## src/rtl/sc_levelseq_vehicles.sv

```systemverilog
// -----------------------------------------------------------------------------
// sc_levelseq_vehicles
//   Level sequencer for the vehicle lanes. It picks one of NUM_LEVELS lane
//   patterns and drives the lane shift register's parallel-load and shift
//   enables. It also selects the lane speed clock for the current level.
//   Game control starts and stops a run, can advance the level on demand, and
//   can pause the lanes.
//
// Optional feature (compile-time macro SC_LEVELSEQ_VEH_LOADTIMEOUT_EN):
//   When the macro is defined, the LOAD state gives up after LOAD_TIMEOUT cycles
//   without a load confirmation. The sequencer then returns to IDLE at level 0
//   and pulses ERROR_OUT for one cycle.
//   When the macro is undefined, LOAD waits indefinitely and ERROR_OUT is tied
//   low.
//
// Ports
//   SC_LEVELSEQ_VEH_CLOCK_50      in   1              system clock
//   SC_LEVELSEQ_VEH_RESET         in   1              synchronous, active-high reset
//   SC_LEVELSEQ_VEH_NVL_IN        in   LEVEL_W        requested start level
//   SC_LEVELSEQ_VEH_CN_IN         in   1              start (IDLE) / stop (RUN, PAUSE)
//   SC_LEVELSEQ_VEH_LEVELUP_IN    in   1              advance one level while running
//   SC_LEVELSEQ_VEH_PAUSE_IN      in   1              level-sensitive pause request
//   SC_LEVELSEQ_VEH_LOADED_IN     in   1              shift register confirms the load
//   SC_LEVELSEQ_VEH_LOAD_OUT      out  1              parallel-load enable
//   SC_LEVELSEQ_VEH_SHIFT_OUT     out  1              shift enable
//   SC_LEVELSEQ_VEH_REGNIVEL_OUT  out  DATAWIDTH_BUS  pattern to load
//   SC_LEVELSEQ_VEH_CLOCK_SELECT  out  2              speed-clock mux select
//   SC_LEVELSEQ_VEH_HAB_CLOCK_OUT out  NUM_SPEEDS     one-hot divider enables
//   SC_LEVELSEQ_VEH_LEVEL_OUT     out  LEVEL_W        current level index
//   SC_LEVELSEQ_VEH_ERROR_OUT     out  1              one-cycle load-timeout pulse
// -----------------------------------------------------------------------------
module sc_levelseq_vehicles #(
    parameter int DATAWIDTH_BUS = 8,
    parameter int NUM_LEVELS    = 4,
    parameter int LEVEL_W       = 2,
    parameter int NUM_SPEEDS    = 3,
    parameter logic [NUM_LEVELS*DATAWIDTH_BUS-1:0] LEVEL_PATTERNS = {8'hF0, 8'hCC, 8'hAA, 8'h81},
    parameter logic [NUM_LEVELS*2-1:0]             LEVEL_CLKSEL   = {2'd3, 2'd3, 2'd2, 2'd1},
    parameter int LOAD_TIMEOUT  = 15
) (
    input  logic                     SC_LEVELSEQ_VEH_CLOCK_50,
    input  logic                     SC_LEVELSEQ_VEH_RESET,
    input  logic [LEVEL_W-1:0]       SC_LEVELSEQ_VEH_NVL_IN,
    input  logic                     SC_LEVELSEQ_VEH_CN_IN,
    input  logic                     SC_LEVELSEQ_VEH_LEVELUP_IN,
    input  logic                     SC_LEVELSEQ_VEH_PAUSE_IN,
    input  logic                     SC_LEVELSEQ_VEH_LOADED_IN,
    output logic                     SC_LEVELSEQ_VEH_LOAD_OUT,
    output logic                     SC_LEVELSEQ_VEH_SHIFT_OUT,
    output logic [DATAWIDTH_BUS-1:0] SC_LEVELSEQ_VEH_REGNIVEL_OUT,
    output logic [1:0]               SC_LEVELSEQ_VEH_CLOCK_SELECT,
    output logic [NUM_SPEEDS-1:0]    SC_LEVELSEQ_VEH_HAB_CLOCK_OUT,
    output logic [LEVEL_W-1:0]       SC_LEVELSEQ_VEH_LEVEL_OUT,
    output logic                     SC_LEVELSEQ_VEH_ERROR_OUT
);

    // Reject parameter sets that cannot work.
    if (NUM_LEVELS < 2) begin : g_chk_levels
        $error("sc_levelseq_vehicles: NUM_LEVELS must be at least 2");
    end
    if (LOAD_TIMEOUT < 1 || LOAD_TIMEOUT > 255) begin : g_chk_timeout
        $error("sc_levelseq_vehicles: LOAD_TIMEOUT must be in 1..255");
    end

    typedef enum logic [1:0] {
        S_IDLE  = 2'd0,
        S_LOAD  = 2'd1,
        S_RUN   = 2'd2,
        S_PAUSE = 2'd3
    } state_t;

    localparam logic [LEVEL_W-1:0] LVL_MAX = LEVEL_W'(NUM_LEVELS - 1);

    state_t               r_state;
    state_t               w_state_nxt;
    logic [LEVEL_W-1:0]   r_level;
    logic [LEVEL_W-1:0]   w_level_nxt;
    logic [LEVEL_W-1:0]   w_nvl_clamped;
    logic [1:0]           w_level_sel;
    logic [NUM_SPEEDS-1:0] w_hab_run;

`ifdef SC_LEVELSEQ_VEH_LOADTIMEOUT_EN
    localparam logic [7:0] TIMEOUT_CNT = 8'(LOAD_TIMEOUT);
    logic [7:0] r_load_cnt;
    logic       r_error;
    logic       w_timeout;
`endif

    // A requested start level beyond the last level is clamped to the last one.
    assign w_nvl_clamped = (SC_LEVELSEQ_VEH_NVL_IN > LVL_MAX) ? LVL_MAX : SC_LEVELSEQ_VEH_NVL_IN;

    // Speed select for the current level. HAB enables divider (NUM_SPEEDS - sel).
    // A select of 0 enables no divider.
    assign w_level_sel = LEVEL_CLKSEL[int'(r_level)*2 +: 2];

    always_comb begin
        w_hab_run = '0;
        for (int i = 0; i < NUM_SPEEDS; i++) begin
            w_hab_run[i] = (w_level_sel != 2'd0) && (i == NUM_SPEEDS - int'(w_level_sel));
        end
    end

    // Next-state logic
    always_comb begin
        w_state_nxt = r_state;
        w_level_nxt = r_level;
`ifdef SC_LEVELSEQ_VEH_LOADTIMEOUT_EN
        w_timeout   = 1'b0;
`endif
        case (r_state)
            S_IDLE: begin
                if (SC_LEVELSEQ_VEH_CN_IN) begin
                    w_level_nxt = w_nvl_clamped;
                    w_state_nxt = S_LOAD;
                end
            end
            S_LOAD: begin
                // A confirmation that arrives on the timeout cycle still wins.
                if (SC_LEVELSEQ_VEH_LOADED_IN) begin
                    w_state_nxt = S_RUN;
                end
`ifdef SC_LEVELSEQ_VEH_LOADTIMEOUT_EN
                else if ((r_load_cnt + 8'd1) == TIMEOUT_CNT) begin
                    w_state_nxt = S_IDLE;
                    w_level_nxt = '0;
                    w_timeout   = 1'b1;
                end
`endif
            end
            S_RUN: begin
                if (SC_LEVELSEQ_VEH_CN_IN) begin
                    w_state_nxt = S_IDLE;
                end else if (SC_LEVELSEQ_VEH_LEVELUP_IN) begin
                    // At the top level this still makes a LOAD pass with the same pattern.
                    w_level_nxt = (r_level == LVL_MAX) ? LVL_MAX : r_level + 1'b1;
                    w_state_nxt = S_LOAD;
                end else if (SC_LEVELSEQ_VEH_PAUSE_IN) begin
                    w_state_nxt = S_PAUSE;
                end
            end
            S_PAUSE: begin
                if (SC_LEVELSEQ_VEH_CN_IN) begin
                    w_state_nxt = S_IDLE;
                end else if (!SC_LEVELSEQ_VEH_PAUSE_IN) begin
                    w_state_nxt = S_RUN;
                end
            end
            default: begin
                w_state_nxt = S_IDLE;
            end
        endcase
    end

    always_ff @(posedge SC_LEVELSEQ_VEH_CLOCK_50) begin
        if (SC_LEVELSEQ_VEH_RESET) begin
            r_state <= S_IDLE;
            r_level <= '0;
        end else begin
            r_state <= w_state_nxt;
            r_level <= w_level_nxt;
        end
    end

`ifdef SC_LEVELSEQ_VEH_LOADTIMEOUT_EN
    // The counter is held at zero outside LOAD, so it starts from zero on
    // every LOAD entry. It counts LOAD cycles already completed.
    always_ff @(posedge SC_LEVELSEQ_VEH_CLOCK_50) begin
        if (SC_LEVELSEQ_VEH_RESET) begin
            r_load_cnt <= '0;
            r_error    <= 1'b0;
        end else begin
            r_load_cnt <= (r_state == S_LOAD) ? r_load_cnt + 8'd1 : 8'd0;
            r_error    <= w_timeout;
        end
    end

    assign SC_LEVELSEQ_VEH_ERROR_OUT = r_error;
`else
    assign SC_LEVELSEQ_VEH_ERROR_OUT = 1'b0;
`endif

    // Moore output decode
    always_comb begin
        SC_LEVELSEQ_VEH_LOAD_OUT      = 1'b0;
        SC_LEVELSEQ_VEH_SHIFT_OUT     = 1'b0;
        SC_LEVELSEQ_VEH_REGNIVEL_OUT  = '0;
        SC_LEVELSEQ_VEH_CLOCK_SELECT  = 2'd0;
        SC_LEVELSEQ_VEH_HAB_CLOCK_OUT = '0;
        case (r_state)
            S_IDLE: begin
                SC_LEVELSEQ_VEH_LOAD_OUT = 1'b1;
            end
            S_LOAD: begin
                SC_LEVELSEQ_VEH_LOAD_OUT     = 1'b1;
                SC_LEVELSEQ_VEH_REGNIVEL_OUT = LEVEL_PATTERNS[int'(r_level)*DATAWIDTH_BUS +: DATAWIDTH_BUS];
            end
            S_RUN: begin
                SC_LEVELSEQ_VEH_SHIFT_OUT     = 1'b1;
                SC_LEVELSEQ_VEH_CLOCK_SELECT  = w_level_sel;
                SC_LEVELSEQ_VEH_HAB_CLOCK_OUT = w_hab_run;
            end
            S_PAUSE: begin
                SC_LEVELSEQ_VEH_CLOCK_SELECT = w_level_sel;
            end
            default: begin
                SC_LEVELSEQ_VEH_LOAD_OUT = 1'b1;
            end
        endcase
    end

    assign SC_LEVELSEQ_VEH_LEVEL_OUT = r_level;

endmodule

```

## config.mk

```make
export PLATFORM = sky130hd
export DESIGN_NAME = sc_levelseq_vehicles
export DESIGN_NICKNAME = d
export VERILOG_FILES = /design/src/rtl/sc_levelseq_vehicles.sv
export SDC_FILE = /design/constraint.sdc
export NUM_CORES = 1
export LEC_CHECK = 0
export BUFFER_PORTS_ARGS = -buffer_cell sky130_fd_sc_hd__buf_2
export CAP_MARGIN = 10
export CORE_AREA = 4 4 41 43
export DETAILED_ROUTE_END_ITERATION = 8
export DIE_AREA = 0 0 45 47
export GPL_ROUTABILITY_DRIVEN = 0
export GPL_TIMING_DRIVEN = 0
export SLEW_MARGIN = 10
export SYNTH_ARGS = -nofsm -noshare
export SYNTH_HDL_FRONTEND = slang
export SYNTH_SLANG_ARGS = --single-unit
```

## constraint.sdc

```tcl
create_clock -name SC_LEVELSEQ_VEH_CLOCK_50 -period 3 [get_ports SC_LEVELSEQ_VEH_CLOCK_50]
set_clock_uncertainty 0.05 [all_clocks]
set_input_delay 0.15 -clock SC_LEVELSEQ_VEH_CLOCK_50 [delete_from_list [all_inputs] [get_ports SC_LEVELSEQ_VEH_CLOCK_50]]
set_output_delay 0.15 -clock SC_LEVELSEQ_VEH_CLOCK_50 [all_outputs]
set_load 0.01 [all_outputs]
```

==> key figures <==
Run
  – Max Cap Viol: 0

GRT
  – Vias in the first global route: 402
  – GRT Total Usage: 0.107
  – Pin count of the biggest net entering global routing: 11
  – First-pass GRT wire length: 1590 um
  – GR Overflow Total: 0
  – Initial antenna violation count: 0

Worst setup path
  – Crit path from: SC_LEVELSEQ_VEH_LEVEL_OUT[0]$_SDFFE_PP0P_
  – Flop-to-flop setup slack: about 1.6 ns
  – End of the critical path: SC_LEVELSEQ_VEH_HAB_CLOCK_OUT[0]
  – Critical path endpoint category: output pin
  – Crit-path max FO: 5
  – Ordered cell list for the critical path: inv_1 -> ha_1 -> nor4_1 -> buf_2
  – Crit Reg-Reg Startpoint: SC_LEVELSEQ_VEH_LEVEL_OUT[1]$_SDFFE_PP0P_
  – CP max stage delay: approximately 0.39 ns
  – Slowest CP cell: dfxtp_1
  – Reg-to-reg endpoint: SC_LEVELSEQ_VEH_LEVEL_OUT[0]$_SDFFE_PP0P_
  – Startpoint Class: flop
  – CP arrival: 1.39 ns
  – Critical path type: flop to output pin
  – R2r worst-path depth: 5
  – Worst endpoint required time: about 2.8 ns

Synth
  – Seq cells post-synth: 4
  – Post-synthesis sequential area ratio: 0.206
  – Top_reg_cell synth: dfxtp_1
  – Syn_nets: 63
  – Post-synthesis area per instance: 7.94 sq um
  – Number of synthesized flops with an enable pin: 0
  – Synthesis Warnings: 0
  – Asr flop ratio synth: 0
  – Netlist cell types: 25
  – Synthesized area: between 300 and 400 sq um
  – Syn Inst Count: 49

Finish
  – Design area: 551 sq um
  – Area grow syn2layout: 41.5%
  – Nets: 92
  – Fraction of layout cells with a size suffix above 1: 0.421
  – # diodes: 0
  – Util after Layout: 0.423

Detailed routing
  – DRC violation count after routing: 0
  – Vias per cell: 4.43
  – Drt first pass iters: 4
  – Total number of vias: 403
  – Drt total wl: 914 um
  – Routed Antenna Nets: 0
  – 1st-iter DRT viols: 5
  – WL per Instance: 10.0 um

Clock tree
  – CTS tree: done
  – TritonCTS Buffers: 3
  – Root Driver: clkbuf_4
  – Post-cts resize count: 0
  – Clock Path Buffers: 2
  – Clock Sinks: 4
  – Later-pin clock latency in the skew report: around 0.23 ns
  – Post-CTS Setup Repair Bufs: 0
  – Cts-stage hold buffer count: 0
  – Htree depth: 1
  – CTS clk-pin slew, worst paths: 0.03 ns

Timing
  – Minimum clock period: roughly 1.6 ns
  – FMAX: 0.629 GHz
  – Final Max Tran Viols: 0
  – Final worst slack: 1.41 ns
  – Fin Hold WS: between 0.07 and 0.08 ns
  – Final setup fails: 0
  – Total negative slack: 0 ns
  – RSZ-0062 raised after global routing: no
  – Final Hold Fails: 0
  – Period utilization: 0.530

Power and ir drop
  – Max VDD drop: between 0.15 and 0.2 mV
  – Power Dens Cells: 347 mW/mm^2
  – Leakage: 0.315 nW

Placed design
  – Post-Place Cell Area: between 500 and 600 sq um
  – I/O Buffers: 24
  – Place WS: ~1.6 ns
  – Final HPWL DP: between 700 and 800 um

Run status
  – Status: finished, final reports clean

Die
  – Starting Density: 0.299
  – Die height: between 40 and 50 um
  – Die area: approximately 0.0021 sq mm
  – Total core area: between 0.001 and 0.0015 sq mm
  – Die width: between 40 and 50 um
  – Num rows: 13
  – Boundary Pins: 26

Hold path
  – Hold WC Path Type: input port to flop
-- cell usage in the layout, fill, tap and decap left out --
| cell | count |
|---|---|
| a221oi_1 | 1 |
| nand3b_1 | 1 |
| a21oi_1 | 1 |
| o21ba_1 | 1 |
| a21o_1 | 1 |
| o21ai_0 | 2 |
| conb_1 | 1 |
| inv_1 | 4 |
| dfxtp_1 | 4 |
| nor3_1 | 3 |
| nor2_1 | 4 |
| clkbuf_4 | 3 |
| ha_1 | 6 |
| buf_2 | 25 |
| nor4_1 | 1 |
| nand2b_1 | 1 |
| nand4b_1 | 2 |
| o211ai_1 | 2 |
| inv_2 | 1 |
| buf_4 | 1 |
| and3_1 | 2 |
| nand2_1 | 1 |
| a221oi_2 | 1 |
| and2_1 | 5 |
| nor2b_1 | 1 |
| nor2_2 | 1 |
-- worst min-delay path by stage --
stage / slack (ns) / from / cells after the start / end
after floorplan: 0.17 / SC_LEVELSEQ_VEH_RESET / 1 / SC_LEVELSEQ_VEH_LEVEL_OUT[1]$_SDFFE_PP0P_
after global placement: 0.31 / SC_LEVELSEQ_VEH_RESET / 2 / SC_LEVELSEQ_VEH_LEVEL_OUT[1]$_SDFFE_PP0P_
after detailed placement: 0.31 / SC_LEVELSEQ_VEH_RESET / 2 / SC_LEVELSEQ_VEH_LEVEL_OUT[1]$_SDFFE_PP0P_
after CTS: 0.07 / SC_LEVELSEQ_VEH_RESET / 2 / SC_LEVELSEQ_VEH_LEVEL_OUT[1]$_SDFFE_PP0P_
after global routing: 0.08 / SC_LEVELSEQ_VEH_RESET / 2 / SC_LEVELSEQ_VEH_LEVEL_OUT[1]$_SDFFE_PP0P_
final: 0.08 / SC_LEVELSEQ_VEH_RESET / 2 / SC_LEVELSEQ_VEH_LEVEL_OUT[1]$_SDFFE_PP0P_
-- Yosys cell counts (2+ instances only) --
cell type,count,share of area
nand4b_1,2,0.045
ha_1,6,0.19
and2_1,5,0.080
nor3_1,3,0.039
dfxtp_1,4,0.21
inv_1,4,0.039
o21ai_0,2,0.026
o211ai_1,2,0.039
and3_1,2,0.032
nor2_1,4,0.039
-- flip-flops by register name (all words and copies together) (netlist names) --
signal and cells:
SC_LEVELSEQ_VEH_LEVEL_OUT 2, r_state 2
-- cells by family after synthesis --
logic type | after synthesis | share of synthesized area
AND/OR/NAND/NOR | 22 | 0.328
other | 1 | 0.00964
buffers and inverters | 7 | 0.0804
AO/OA/AOI/OAI | 9 | 0.183
adder cells (fa/ha/maj) | 6 | 0.193
flip-flops | 4 | 0.206
-- metal layers --
metal | part of all wire | up-vias | wire (um) | global-route usage
li1 | - | 222 | - | -
met1 | 0.44 | 171 | 401 | 0.125
met2 | 0.51 | 10 | 465 | 0.161
met3 | 0.051 | 0 | 47 | 0.0421
met4 | 0 | 0 | 0 | 0.0702
met5 | 0 | - | 0 | 0
-- critical path, delay by kind of cell, from the launching register on --
family	cells	cell delay, ns
flip-flops	1	0.39
adder cells (fa/ha/maj)	1	0.26
buffers and inverters	2	0.30
AND/OR/NAND/NOR	1	0.21
-- per-stage QoR --
stage | power (mW) | cells
6_report | 0.191 | 91
3_3_place_gp | 0.129 | 88
5_1_grt | 0.212 | 91
3_5_place_dp | 0.129 | 88
4_1_cts | 0.196 | 91
2_1_floorplan | 0.104 | 49
-- final cells by class --
type / count / area (sq um)
Fill cell: 162 / 751
Multi-Input combinational cell: 38 / 278
Timing Repair Buffer: 24 / 120
Sequential cell: 4 / 80.1
Clock buffer: 3 / 22.5
Inverter: 5 / 18.8
Tap cell: 15 / 18.8
Buffer: 2 / 12.5
-- power by group --
part | total, mW | switching, mW | internal [mW]
Clock | 0.0640 | 0.0194 | 0.0446
Sequential | 0.0640 | 0.00572 | 0.0582
Combinational | 0.0632 | 0.0359 | 0.0273
No activity file was read; power rests on OpenSTA's default activity.
